**src/rtl/stats_pkg.sv**
```systemverilog
// ============================================================================
// stats_pkg : shared types and sizing helpers for the statistics sequencer
// Rev 1.0   : initial release
// ============================================================================
`default_nettype none

package stats_pkg;

    typedef enum logic [2:0] {
        ST_IDLE  = 3'd0,
        ST_READ  = 3'd1,
        ST_DRAIN = 3'd2,
        ST_DIV   = 3'd3,
        ST_DONE  = 3'd4
    } state_t;

    localparam int DATA_W_DEF = 12;
    localparam int ADDR_W_DEF = 7;

    // Accumulator width that can hold SAMPLES full-scale words without overflow.
    function automatic int sum_width(input int data_w, input int samples);
        return data_w + $clog2(samples);
    endfunction

endpackage

`default_nettype wire

```
**src/rtl/serial_divider.sv**
```systemverilog
// ============================================================================
// serial_divider : restoring divider, one quotient bit per cycle, N_W cycles
// Rev 1.0        : initial release
// ============================================================================
`default_nettype none

module serial_divider #(
    parameter int N_W = 19,
    parameter int D_W = 7
) (
    input  logic           clk,
    input  logic           rst,
    input  logic           go,
    input  logic [N_W-1:0] dividend,
    input  logic [D_W-1:0] divisor,
    output logic [N_W-1:0] quotient,
    output logic           ready
);

    localparam int CNT_W = $clog2(N_W + 1);

    logic [N_W-1:0]   num_q, num_d;
    logic [D_W-1:0]   rem_q, rem_d;
    logic [CNT_W-1:0] cnt_q, cnt_d;
    logic             run_q, run_d;

    logic [N_W-1:0]   w_num_src;
    logic [D_W-1:0]   w_rem_src;
    logic [D_W:0]     w_trial;
    logic             w_fits;

    // The go cycle already performs the first step, so the last bit lands
    // exactly N_W cycles after go; quotient is the post-step value.
    always_comb begin
        w_num_src = go ? dividend : num_q;
        w_rem_src = go ? '0 : rem_q;
        w_trial   = {w_rem_src, w_num_src[N_W-1]};
        w_fits    = (w_trial >= {1'b0, divisor});
        num_d     = num_q;
        rem_d     = rem_q;
        cnt_d     = cnt_q;
        run_d     = run_q;
        ready     = 1'b0;
        if (go || run_q) begin
            num_d = {w_num_src[N_W-2:0], w_fits};
            rem_d = w_fits ? D_W'(w_trial - {1'b0, divisor}) : w_trial[D_W-1:0];
            cnt_d = go ? CNT_W'(1) : cnt_q + CNT_W'(1);
            ready = (cnt_d == CNT_W'(N_W));
            run_d = !ready;
        end
    end

    assign quotient = num_d;

    always_ff @(posedge clk or posedge rst) begin
        if (rst) begin
            num_q <= '0;
            rem_q <= '0;
            cnt_q <= '0;
            run_q <= 1'b0;
        end else begin
            num_q <= num_d;
            rem_q <= rem_d;
            cnt_q <= cnt_d;
            run_q <= run_d;
        end
    end

endmodule

`default_nettype wire

```
**src/rtl/stats_sequencer.sv**
```systemverilog
// ============================================================================
// stats_sequencer : walks the capture buffer and reports average / min / max
// Rev 1.0         : initial release
// ============================================================================
`default_nettype none

module stats_sequencer
    import stats_pkg::*;
#(
    parameter int SAMPLES = 80,
    parameter int DATA_W  = DATA_W_DEF,
    parameter int ADDR_W  = ADDR_W_DEF
) (
    input  logic              clk,
    input  logic              rst,
    input  logic              start,
    input  logic              abort,
    output logic              rd_en,
    output logic [ADDR_W-1:0] rd_addr,
    input  logic [DATA_W-1:0] rd_data,
    output logic              busy,
    output logic              done,
    output logic              valid,
    output logic [DATA_W-1:0] average,
    output logic [DATA_W-1:0] min,
    output logic [DATA_W-1:0] max
);

    localparam int SUM_W = sum_width(DATA_W, SAMPLES);
    localparam int DIV_W = $clog2(SAMPLES + 1);
    localparam logic [ADDR_W-1:0] LAST_IDX = ADDR_W'(SAMPLES - 1);

    state_t            state_q, state_d;
    logic [ADDR_W-1:0] idx_q, idx_d;
    logic              vld_q;
    logic              first_q, first_d;
    logic              go_q;
    logic [SUM_W-1:0]  sum_q, sum_d;
    logic [DATA_W-1:0] lo_q, lo_d;
    logic [DATA_W-1:0] hi_q, hi_d;
    logic [DATA_W-1:0] avg_q, avg_d;
    logic [DATA_W-1:0] min_q, min_d;
    logic [DATA_W-1:0] max_q, max_d;
    logic              valid_q, valid_d;

    logic [SUM_W-1:0]  div_quot;
    logic              div_ready;

    serial_divider #(
        .N_W (SUM_W),
        .D_W (DIV_W)
    ) u_div (
        .clk      (clk),
        .rst      (rst),
        .go       (go_q),
        .dividend (sum_q),
        .divisor  (DIV_W'(SAMPLES)),
        .quotient (div_quot),
        .ready    (div_ready)
    );

    // The quotient never exceeds full-scale, so its upper bits are always zero.
    if (SUM_W > DATA_W) begin : g_quot_hi
        logic unused_quot_hi;
        assign unused_quot_hi = ^div_quot[SUM_W-1:DATA_W];
    end

    always_comb begin
        state_d = state_q;
        idx_d   = idx_q;
        first_d = first_q;
        sum_d   = sum_q;
        lo_d    = lo_q;
        hi_d    = hi_q;
        avg_d   = avg_q;
        min_d   = min_q;
        max_d   = max_q;
        valid_d = valid_q;

        if (vld_q) begin
            sum_d   = sum_q + SUM_W'(rd_data);
            first_d = 1'b0;
            if (first_q || (rd_data < lo_q)) lo_d = rd_data;
            if (first_q || (rd_data > hi_q)) hi_d = rd_data;
        end

        case (state_q)
            ST_IDLE: begin
                if (start && !abort) begin
                    state_d = ST_READ;
                    idx_d   = '0;
                    sum_d   = '0;
                    first_d = 1'b1;
                end
            end
            ST_READ: begin
                idx_d = idx_q + ADDR_W'(1);
                if (idx_q == LAST_IDX) begin
                    idx_d   = '0;
                    state_d = ST_DRAIN;
                end
            end
            ST_DRAIN: state_d = ST_DIV;
            ST_DIV: begin
                if (div_ready) begin
                    state_d = ST_DONE;
                    avg_d   = div_quot[DATA_W-1:0];
                    min_d   = lo_q;
                    max_d   = hi_q;
                    valid_d = 1'b1;
                end
            end
            ST_DONE: state_d = ST_IDLE;
            default: state_d = ST_IDLE;
        endcase

        // Abort overrides every transition and discards a result in flight.
        if (abort && (state_q != ST_IDLE)) begin
            state_d = ST_IDLE;
            idx_d   = '0;
            avg_d   = avg_q;
            min_d   = min_q;
            max_d   = max_q;
            valid_d = valid_q;
        end
    end

    always_ff @(posedge clk or posedge rst) begin
        if (rst) begin
            state_q <= ST_IDLE;
            idx_q   <= '0;
            vld_q   <= 1'b0;
            first_q <= 1'b0;
            go_q    <= 1'b0;
            sum_q   <= '0;
            lo_q    <= '0;
            hi_q    <= '0;
            avg_q   <= '0;
            min_q   <= '0;
            max_q   <= '0;
            valid_q <= 1'b0;
        end else begin
            state_q <= state_d;
            idx_q   <= idx_d;
            vld_q   <= (state_q == ST_READ);
            first_q <= first_d;
            go_q    <= (state_q == ST_DRAIN) && !abort;
            sum_q   <= sum_d;
            lo_q    <= lo_d;
            hi_q    <= hi_d;
            avg_q   <= avg_d;
            min_q   <= min_d;
            max_q   <= max_d;
            valid_q <= valid_d;
        end
    end

    assign rd_en   = (state_q == ST_READ);
    assign rd_addr = idx_q;
    assign busy    = (state_q != ST_IDLE);
    assign done    = (state_q == ST_DONE);
    assign valid   = valid_q;
    assign average = avg_q;
    assign min     = min_q;
    assign max     = max_q;

endmodule

`default_nettype wire

```
**config.mk**
```make
export PLATFORM = sky130hd
export DESIGN_NAME = stats_sequencer
export DESIGN_NICKNAME = d
export VERILOG_FILES = /design/src/rtl/stats_pkg.sv /design/src/rtl/serial_divider.sv /design/src/rtl/stats_sequencer.sv
export SDC_FILE = /design/constraint.sdc
export NUM_CORES = 1
export LEC_CHECK = 0
export ABC_AREA = 1
export CAP_MARGIN = 20
export CORE_UTILIZATION = 63
export DETAILED_ROUTE_END_ITERATION = 10
export PLACE_DENSITY = 0.84
export SKIP_CTS_REPAIR_TIMING = 1
export SLEW_MARGIN = 20
export SYNTH_ARGS = -nofsm -noshare
export SYNTH_HDL_FRONTEND = slang
export SYNTH_HIERARCHICAL = 1
export SYNTH_SLANG_ARGS = --single-unit
```
**constraint.sdc**
```tcl
create_clock -name clk -period 5.9 [get_ports clk]
set_input_delay 1.18 -clock clk [delete_from_list [all_inputs] [get_ports clk]]
set_output_delay 1.18 -clock clk [all_outputs]
set_load 0.01 [all_outputs]
```
==> run_results.csv, run 1 <==
group,metric,value,unit
logic_synthesis,synth_area_leaders,"dfrtp_1 43%, nand2_1 14%, ha_1 7.4%",
sta,max_slew_margin,51.1,%
pwr,power.static_leakage,4.50,nW
place,gp_congestion,0.909,
job,drv_cap,0,
sta,hold_viol,0,
hold_path,holdPathStages,1,
critical_path,worstSetupEndpointType,"flop",
critical_path,reg2reg_from,"go_q",
sta,worst_slew_pin_slew,0.734,ns
die,start_util,65.9,%
sta,slew_violations,0,
finish,antennaDiodeCount,0,
sta,fin_tns_setup,0,ns
critical_path,crit_type,"in2reg",
logic_synthesis,syn_area,7300,µm²
clocking,htree_levels,4,
logic_synthesis,async_reset_ff_share,100,%
sta,period_share,51.4,%
die,core_area,11100,µm²
finish,finalNetCount,1069,
critical_path,cp.required,6.20,ns
critical_path,slowest_stage,"clkdlybuf4s50_1",
detailed_routing,drt_iter0_markers,619,
run_status,outcome,"completed",
grt,grt_pass1_vias,5935,
hold_path,hold_path_end,"valid",
detailed_routing,wirelength,16.8,mm
logic_synthesis,syn_avg_cell_area,7.74,µm²
clocking,clk_latency,0.42,ns
place,place_area,7990,µm²
detailed_routing,first_pass_iters,5,
hold_path,hp-class,"reg2reg",
sta,finClkSkew,0.00516,ns
detailed_routing,vias,6328,
critical_path,path_cells,"clkdlybuf4s50_1, ha_1, a21oi_1, o21ai_0, nor2_1, nand2_1, nand2_2, nand2_1, nand2_1, nand2_1",
sta,max_freq,0.330,GHz
finish,synthToLayoutAreaGrowth,17.7,%
clocking,cts_buffers,17,
sta,fin_ws,2.87,ns
detailed_routing,antenna_left,0,
grt,grt_pass1_wl,28.0,mm
logic_synthesis,synth_edf_count,0,
logic_synthesis,netlist_instances,943,
place,placed_cells_incl_taps,1129,
critical_path,cp-start-kind,"primary input",
logic_synthesis,yosys.area.top_type,"dfrtp_1",
critical_path,cp_common_cell,"nand2_1",
die,die_area,12000,µm²
critical_path,reg2reg_slack,3.23,ns
logic_synthesis,ys_seq_area_share,42.9,%
finish,final_util,77.5,%
sta,min_period,3.03,ns
grt,grt_usage,30.6,%
die,die_width,110,µm
logic_synthesis,ys_seq_elements,125,
pwr,power.density,526,nW/µm²
place,place_ws,2.29,ns
finish,fill_cells,803,
finish,multi_input_area,3540,µm²
detailed_routing,route.detailed.drc,0,
die,die_h,110,µm
place,port_buffers,62,
finish,stdcell_area,8590,µm²
clocking,cts_root_buf,"clkbuf_16",
die,row_count,38,
clocking,cts_tree,"yes",
pwr,power.total,4.52,mW
logic_synthesis,yosysUniqueCellTypes,43,
critical_path,critical_path_arrival,3.33,ns
hold_path,hp-start,"valid",
critical_path,cp_max_fo,13,
die,io-pin-count,63,
logic_synthesis,yosysTopAreaCellShare,42.9,%
finish,ff_latch_area,3130,µm²
grt,antenna_found_initial,0,
detailed_routing,wl_per_cell,14.5,µm
logic_synthesis,yosysWarnings,6,
sta,whs,0.466,ns
sta,setup_viol,0,
critical_path,r2r-end,"average[6]",
grt,grt_overflow_total,0,
grt,grt_start_max_net_pins,61,
clocking,cts.path.max_buffers,2,
sta,grt_setup_unrepaired,"no",
pwr,ir_drop,0.281,mV
place,post-dp-hpwl,11.5,mm
critical_path,cpPeakStageDelay,0.63,ns
finish,final_layout_size_suffix_gt1_share,8.44,%
logic_synthesis,ys.flop_type,"dfrtp_1",
critical_path,rr_worst_depth,11,
clocking,cts.sinks,125,
finish,fin_cells,1159,
detailed_routing,via_per_inst,5.46,
clocking,path_clk_slew,0.05,ns
## sequential cells by signal, summed over array words and instances (netlist names), 3 cells and up
name,flops
average,12
sum_q,19
u_div/rem_q,7
state_q,3
u_div/num_q,19
hi_q,12
min,12
rd_addr,7
u_div/cnt_q,5
max,12
lo_q,12
## final cells by class
type / instances / area share [%]
Clock inverter: 6 / 0.962
Sequential cell: 125 / 36.4
Clock buffer: 24 / 5.96
Multi-Input combinational cell: 670 / 41.3
Tap cell: 140 / 2.04
Inverter: 127 / 5.67
Timing Repair Buffer: 67 / 7.66
## power breakdown
| group | switching, mW | leakage, nW | internal, mW |
|---|---|---|---|
| Sequential | 0.232 | 1.58 | 1.16 |
| Combinational | 1.34 | 2.62 | 0.753 |
| Clock | 0.359 | 0.294 | 0.682 |
## cell usage in the layout, fill, tap and decap left out, drive strengths merged, types with 4 or more instances in the layout
| cell type | Yosys | final |
|---|---|---|
| clkbuf | 5 | 24 |
| nor2 | 80 | 80 |
| nand3 | 77 | 77 |
| dfrtp | 125 | 125 |
| o21ai | 47 | 47 |
| inv | 127 | 127 |
| ha | 43 | 43 |
| nand4 | 15 | 15 |
| buf | 23 | 5 |
| xor2 | 4 | 4 |
| nor3 | 11 | 11 |
| conb | 2 | 9 |
| a21oi | 62 | 62 |
| nand2 | 296 | 296 |
| clkdlybuf4s50 | 0 | 62 |
## cell families after synthesis
family	synth area share, %
xor gates and xnor gates	0.840
other	0.103
AOI/OAI and AO/OA	9.46
DFF	42.9
buffers and inverters	9.03
adders and majority gates	7.92
and+or+nand+nor	29.8
## worst max-delay path, delay by kind of cell
family	cells	cell delay, ns
AO/OA/AOI/OAI	2	0.28
adder cells (fa/ha/maj)	1	0.31
buffers and inverters	1	0.63
AND/OR/NAND/NOR	6	0.94
## cells in the mapped netlist, drive strengths merged (3+ instances only)
library cell	number
a21oi	62
a31oi	3
buf	23
clkbuf	5
dfrtp	125
ha	43
inv	127
nand2	296
nand3	77
nand4	15
nor2	80
nor3	11
o211ai	3
o21a	3
o21ai	47
o21bai	3
xnor2	3
xor2	4
## worst max-delay path by stage
stage                 from    endpoint  slack [ns]  cells past startpoint
2_1_floorplan          rst  average[0]        2.30                      1
3_3_place_gp         abort       valid        2.31                      5
3_5_place_dp         abort  average[6]        2.29                      6
4_1_cts              abort  average[6]        2.60                      6
5_1_grt         rd_data[0]   sum_q[10]        2.76                     13
6_report       rd_data[11]     lo_q[3]        2.87                     10
## metal layers
metal,global-route usage [%],up-vias,wire (µm)
met3,6.94,26,1050
met1,42.0,2940,7530
met2,48.0,227,7940
met4,10.4,0,278
met5,0,-,0
li1,-,3135,-
No activity file was read; power rests on OpenSTA's default activity.
==> run 2, diff against run 1 <==
--- a/config.mk
+++ b/config.mk
@@ -7,9 +7,9 @@
 export LEC_CHECK = 0
 export ABC_AREA = 1
 export CAP_MARGIN = 20
-export CORE_UTILIZATION = 63
+export CORE_UTILIZATION = 53
 export DETAILED_ROUTE_END_ITERATION = 10
-export PLACE_DENSITY = 0.84
+export PLACE_DENSITY = 0.75
 export SKIP_CTS_REPAIR_TIMING = 1
 export SLEW_MARGIN = 20
 export SYNTH_ARGS = -nofsm -noshare
==> constraint.sdc (replaced) <==
create_clock -name clk -period 2.71 [get_ports clk]
set_input_delay 0.542 -clock clk [delete_from_list [all_inputs] [get_ports clk]]
set_output_delay 0.542 -clock clk [all_outputs]
set_load 0.01 [all_outputs]
==> run_results.csv, run 2 (synthesis results as in run 1) <==
group,metric,value,unit
sta,finClkSkew,0.00618,ns
finish,final_util,65.3,%
critical_path,cp.required,3.02,ns
sta,min_period,2.43,ns
critical_path,path_cells,"inv_8, nand2_1, inv_1, ha_1, inv_1, nor2_1, nor3_4, nand3_4, nand2_2, nand2_1, nand2_1, nand2_1",
hold_path,hp-class,"reg2reg",
detailed_routing,wl_per_cell,14.0,µm
clocking,clk_latency,0.42,ns
finish,synthToLayoutAreaGrowth,19.4,%
grt,grt_pass1_vias,5818,
die,die_area,14200,µm²
place,port_buffers,62,
place,placed_cells_incl_taps,1171,
pwr,power.static_leakage,4.52,nW
die,io-pin-count,63,
clocking,htree_levels,4,
clocking,cts_tree,"yes",
grt,grt_usage,25.6,%
clocking,path_clk_slew,0.06,ns
pwr,power.density,1140,nW/µm²
detailed_routing,first_pass_iters,6,
critical_path,crit_type,"reg2reg",
detailed_routing,antenna_left,0,
critical_path,cpPeakStageDelay,0.64,ns
clocking,cts.path.max_buffers,2,
die,die_h,119,µm
sta,slew_violations,0,
finish,final_layout_size_suffix_gt1_share,9.25,%
sta,setup_viol,0,
grt,grt_overflow_total,0,
die,start_util,54.7,%
finish,fin_cells,1203,
sta,max_slew_margin,60.4,%
die,row_count,42,
grt,antenna_found_initial,0,
clocking,cts_root_buf,"clkbuf_16",
finish,layout_commonest_cell,"nand2_1",
detailed_routing,route.detailed.drc,0,
sta,fin_tns_setup,0,ns
critical_path,r2r-end,"average[0]",
pwr,ir_drop,0.597,mV
critical_path,worstSetupEndpointType,"flop",
die,core_area,13300,µm²
grt,grt_pass1_wl,28.7,mm
critical_path,rr_worst_depth,12,
finish,ff_latch_area,3130,µm²
critical_path,cp-start-kind,"flop",
critical_path,slowest_stage,"dfrtp_1",
detailed_routing,wirelength,16.9,mm
hold_path,hold_path_end,"valid",
detailed_routing,vias,6235,
critical_path,cp_max_fo,28,
die,die_width,119,µm
sta,grt_setup_unrepaired,"no",
hold_path,holdPathStages,1,
finish,multi_input_area,3540,µm²
run_status,outcome,"completed",
detailed_routing,drt_iter0_markers,596,
sta,hold_viol,0,
place,post-dp-hpwl,12.0,mm
critical_path,cp_common_cell,"nand2_1",
sta,period_share,89.8,%
place,gp_congestion,0.854,
sta,worst_slew_pin_slew,0.593,ns
sta,max_freq,0.411,GHz
finish,top_regs,"sum_q (19), u_div/num_q (19)",
clocking,cts_buffers,17,
finish,finalNetCount,1075,
critical_path,reg2reg_from,"go_q",
critical_path,critical_path_arrival,2.75,ns
finish,fill_cells,1185,
pwr,power.total,9.90,mW
hold_path,hp-start,"valid",
detailed_routing,via_per_inst,5.18,
job,drv_cap,0,
critical_path,reg2reg_slack,0.28,ns
grt,grt_start_max_net_pins,54,
finish,final_cell_mix,"277 x nand2_1, 124 x dfrtp_1, 117 x inv_1, 72 x nor2_1, 71 x nand3_1",
finish,antennaDiodeCount,0,
clocking,cts.sinks,125,
[run 2: cell types whose count changed in the layout (fill, tap and decap cells not counted), sizes merged]
cell / delta
buf: +6
bufinv: +1
clkbuf: -5
clkinvlp: +6
[run 2: cell type report]
cell class	count	share of cell area (%)
clock buffer	19	5.08
clock inverter	13	1.91
inverter	127	5.60
multi-input combinational	670	40.6
sequential	125	35.9
tap	176	2.53
timing repair buffer	73	8.36
[run 2: worst max path at each step]
stage                start  slack [ns]  depth (start not counted)         end
2_1_floorplan         go_q        0.70                         14  average[0]
3_3_place_gp   rd_data[11]        0.10                         13     hi_q[6]
3_5_place_dp    rd_data[9]         0.1                         10     lo_q[7]
4_1_cts               go_q        0.31                         12  average[0]
5_1_grt               go_q        0.07                         12  average[0]
6_report              go_q        0.28                         12  average[0]
[run 2: where the power goes]
group	switching [mW]	internal [mW]
Sequential	0.530	2.52
Clock	0.869	1.47
Combinational	2.86	1.65
Total	4.26	5.64
[run 2: per-layer routing]
metal	GRT usage (%)	routed length, µm	up-vias
met2	38.3	7680	140
met4	7.19	197	0
li1	-	-	3139
met5	0	0	-
met1	37.3	8220	2941
met3	5.32	768	15
[run 2: worst max-delay path, delay by kind of cell, from the launching register on]
family | cells | cell delay [ns]
buffers and inverters | 3 | 0.35
DFF | 1 | 0.64
adders and majority gates | 1 | 0.28
and+or+nand+nor | 8 | 1.04
[run 2: metrics by stage]
step	hold slack (ns)	cell area (µm²)	setup slack, ns
6_report	0.462	8710	0.275
5_1_grt	0.483	8710	0.0701
4_1_cts	0.471	8710	0.310
3_5_place_dp	0.459	8100	0.0977
3_3_place_gp	0.452	8100	0.103
2_1_floorplan	0.442	7330	0.702
==> run 3, diff against run 2 <==
--- a/config.mk
+++ b/config.mk
@@ -7,9 +7,10 @@
 export LEC_CHECK = 0
 export ABC_AREA = 1
 export CAP_MARGIN = 20
-export CORE_UTILIZATION = 53
+export CORE_UTILIZATION = 58
 export DETAILED_ROUTE_END_ITERATION = 10
-export PLACE_DENSITY = 0.75
+export DONT_BUFFER_PORTS = 1
+export PLACE_DENSITY = 0.74
 export SKIP_CTS_REPAIR_TIMING = 1
 export SLEW_MARGIN = 20
 export SYNTH_ARGS = -nofsm -noshare
==> run_results.csv, run 3 (synthesis results as in run 1) <==
group,metric,value,unit
run_status,outcome,"completed",
detailed_routing,via_per_inst,5.27,
clocking,cts_root_buf,"clkbuf_16",
sta,setup_viol,0,
detailed_routing,drt_iter0_markers,392,
sta,max_freq,0.459,GHz
detailed_routing,wl_per_cell,14.2,µm
detailed_routing,vias,5943,
die,die_width,114,µm
grt,grt_pass1_wl,26.7,mm
clocking,cts.sinks,125,
critical_path,critical_path_arrival,2.49,ns
pwr,p_clk_share,24.3,%
hold_path,hp-class,"in2async",
clocking,clk_latency,0.42,ns
clocking,path_clk_slew,0.05,ns
finish,finalNetCount,1010,
grt,grt_overflow_total,0,
pwr,ir_drop,0.934,mV
critical_path,cp-start-kind,"flop",
clocking,cts.path.max_buffers,2,
die,core_area,12200,µm²
sta,fin_tns_setup,0,ns
grt,grt_start_max_net_pins,60,
detailed_routing,wirelength,16.0,mm
critical_path,critPathBufInv,3,
critical_path,slowest_stage,"dfrtp_1",
sta,slew_violations,0,
sta,hold_viol,0,
pwr,net-switching-power,4.00,mW
grt,antenna_found_initial,0,
sta,grt_setup_unrepaired,"no",
sta,worst_slew_pin_slew,0.768,ns
finish,fill_cells,1070,
critical_path,cpPeakStageDelay,0.55,ns
finish,antennaDiodeCount,0,
critical_path,crit_type,"reg2reg",
clocking,cts_buffers,17,
critical_path,path_cells,"inv_8, nand2_1, inv_1, ha_1, inv_1, nor2_1, nor3_4, nand3_4, nand2_2, nand2_1, nand2_1, nand2_1",
pwr,power.static_leakage,4.30,nW
sta,max_slew_margin,48.7,%
die,die_h,114,µm
die,die_area,13000,µm²
clocking,htree_levels,4,
pwr,power.total,9.56,mW
critical_path,worstSetupEndpointType,"flop",
grt,grt_pass1_vias,5512,
pwr,p_sw_share,41.8,%
place,post-dp-hpwl,11.3,mm
detailed_routing,route.detailed.drc,0,
pwr,pwr-share-seq,31.8,%
place,gp_congestion,0.885,
critical_path,cp_common_cell,"nand2_1",
finish,final_cell_mix,"277 x nand2_1, 124 x dfrtp_1, 117 x inv_1, 72 x nor2_1, 71 x nand3_1",
detailed_routing,first_pass_iters,4,
sta,finClkSkew,0.00783,ns
finish,synthToLayoutAreaGrowth,10.4,%
job,drv_cap,0,
finish,layout_commonest_cell,"nand2_1",
clocking,cts_tree,"yes",
pwr,power.density,1190,nW/µm²
finish,final_layout_size_suffix_gt1_share,9.27,%
critical_path,cp_max_fo,28,
critical_path,crit_family,"simple AND/OR/NAND/NOR gates",
critical_path,cp.required,3.02,ns
die,io-pin-count,63,
sta,min_period,2.18,ns
pwr,p_comb_share,43.9,%
pwr,p_int,5.57,mW
die,start_util,60.0,%
finish,top_regs,"sum_q (19), u_div/num_q (19)",
die,row_count,40,
sta,period_share,80.4,%
detailed_routing,antenna_left,0,
grt,grt_usage,26.5,%
place,port_buffers,0,
## run 3: stage by stage
| step | util [%] | hold slack [ns] | setup WS, ns | cell area [µm²] | instances |
|---|---|---|---|---|---|
| 2_1_floorplan | - | 0.442 | 0.702 | 7330 | 950 |
| 3_3_place_gp | 61.3 | 0.453 | 0.596 | 7450 | 1098 |
| 3_5_place_dp | 61.3 | 0.458 | 0.537 | 7450 | 1098 |
| 4_1_cts | 66.3 | 0.101 | 0.535 | 8060 | 1128 |
| 5_1_grt | 66.3 | 0.138 | 0.358 | 8060 | 1128 |
| 6_report | 66.3 | 0.0891 | 0.530 | 8060 | 1128 |
## run 3: area by class of cell
| type | instances | area (µm²) | share of cell area [%] |
|---|---|---|---|
| Tap cell | 168 | 210 | 2.61 |
| Inverter | 127 | 488 | 6.05 |
| Timing Repair Buffer | 8 | 85.1 | 1.06 |
| Sequential cell | 125 | 3130 | 38.8 |
| Multi-Input combinational cell | 670 | 3540 | 43.9 |
| Clock inverter | 6 | 108 | 1.34 |
| Clock buffer | 24 | 502 | 6.23 |
## run 3: worst paths after layout
| kind | start | endpoint | slack (ns) | depth (start not counted) |
|---|---|---|---|---|
| worst max-delay path | go_q | average[0] | 0.53 | 12 |
| worst min-delay path | rst | u_div/rem_q[5] | 0.09 | 2 |
| worst max register to register | go_q | average[0] | 0.53 | 12 |
| worst min register to register | hi_q[3] | hi_q[3] | 0.47 | 2 |
| max in group asynchronous | rst | lo_q[11] | 1.95 | 2 |
| min in group clk | abort | go_q | 0.22 | 1 |
## run 3: metal layers
metal | vias to the layer above | part of all wire (%) | GRT usage (%)
met5 | - | 0 | 0
met4 | 0 | 1.4 | 8.57
met3 | 18 | 5.5 | 6.09
met2 | 128 | 46 | 41.2
met1 | 2780 | 47 | 36.7
li1 | 3017 | - | -
## run 3: power by group through the flow
| stage | registers, mW | logic, mW | clock network [mW] |
|---|---|---|---|
| after floorplan | 2.88 | 3.52 | 0 |
| after global placement | 3.06 | 4.08 | 0 |
| after detailed placement | 3.06 | 4.15 | 0 |
| after CTS | 3.05 | 4.20 | 2.36 |
| after global routing | 3.13 | 4.88 | 2.43 |
| final | 3.05 | 4.19 | 2.32 |
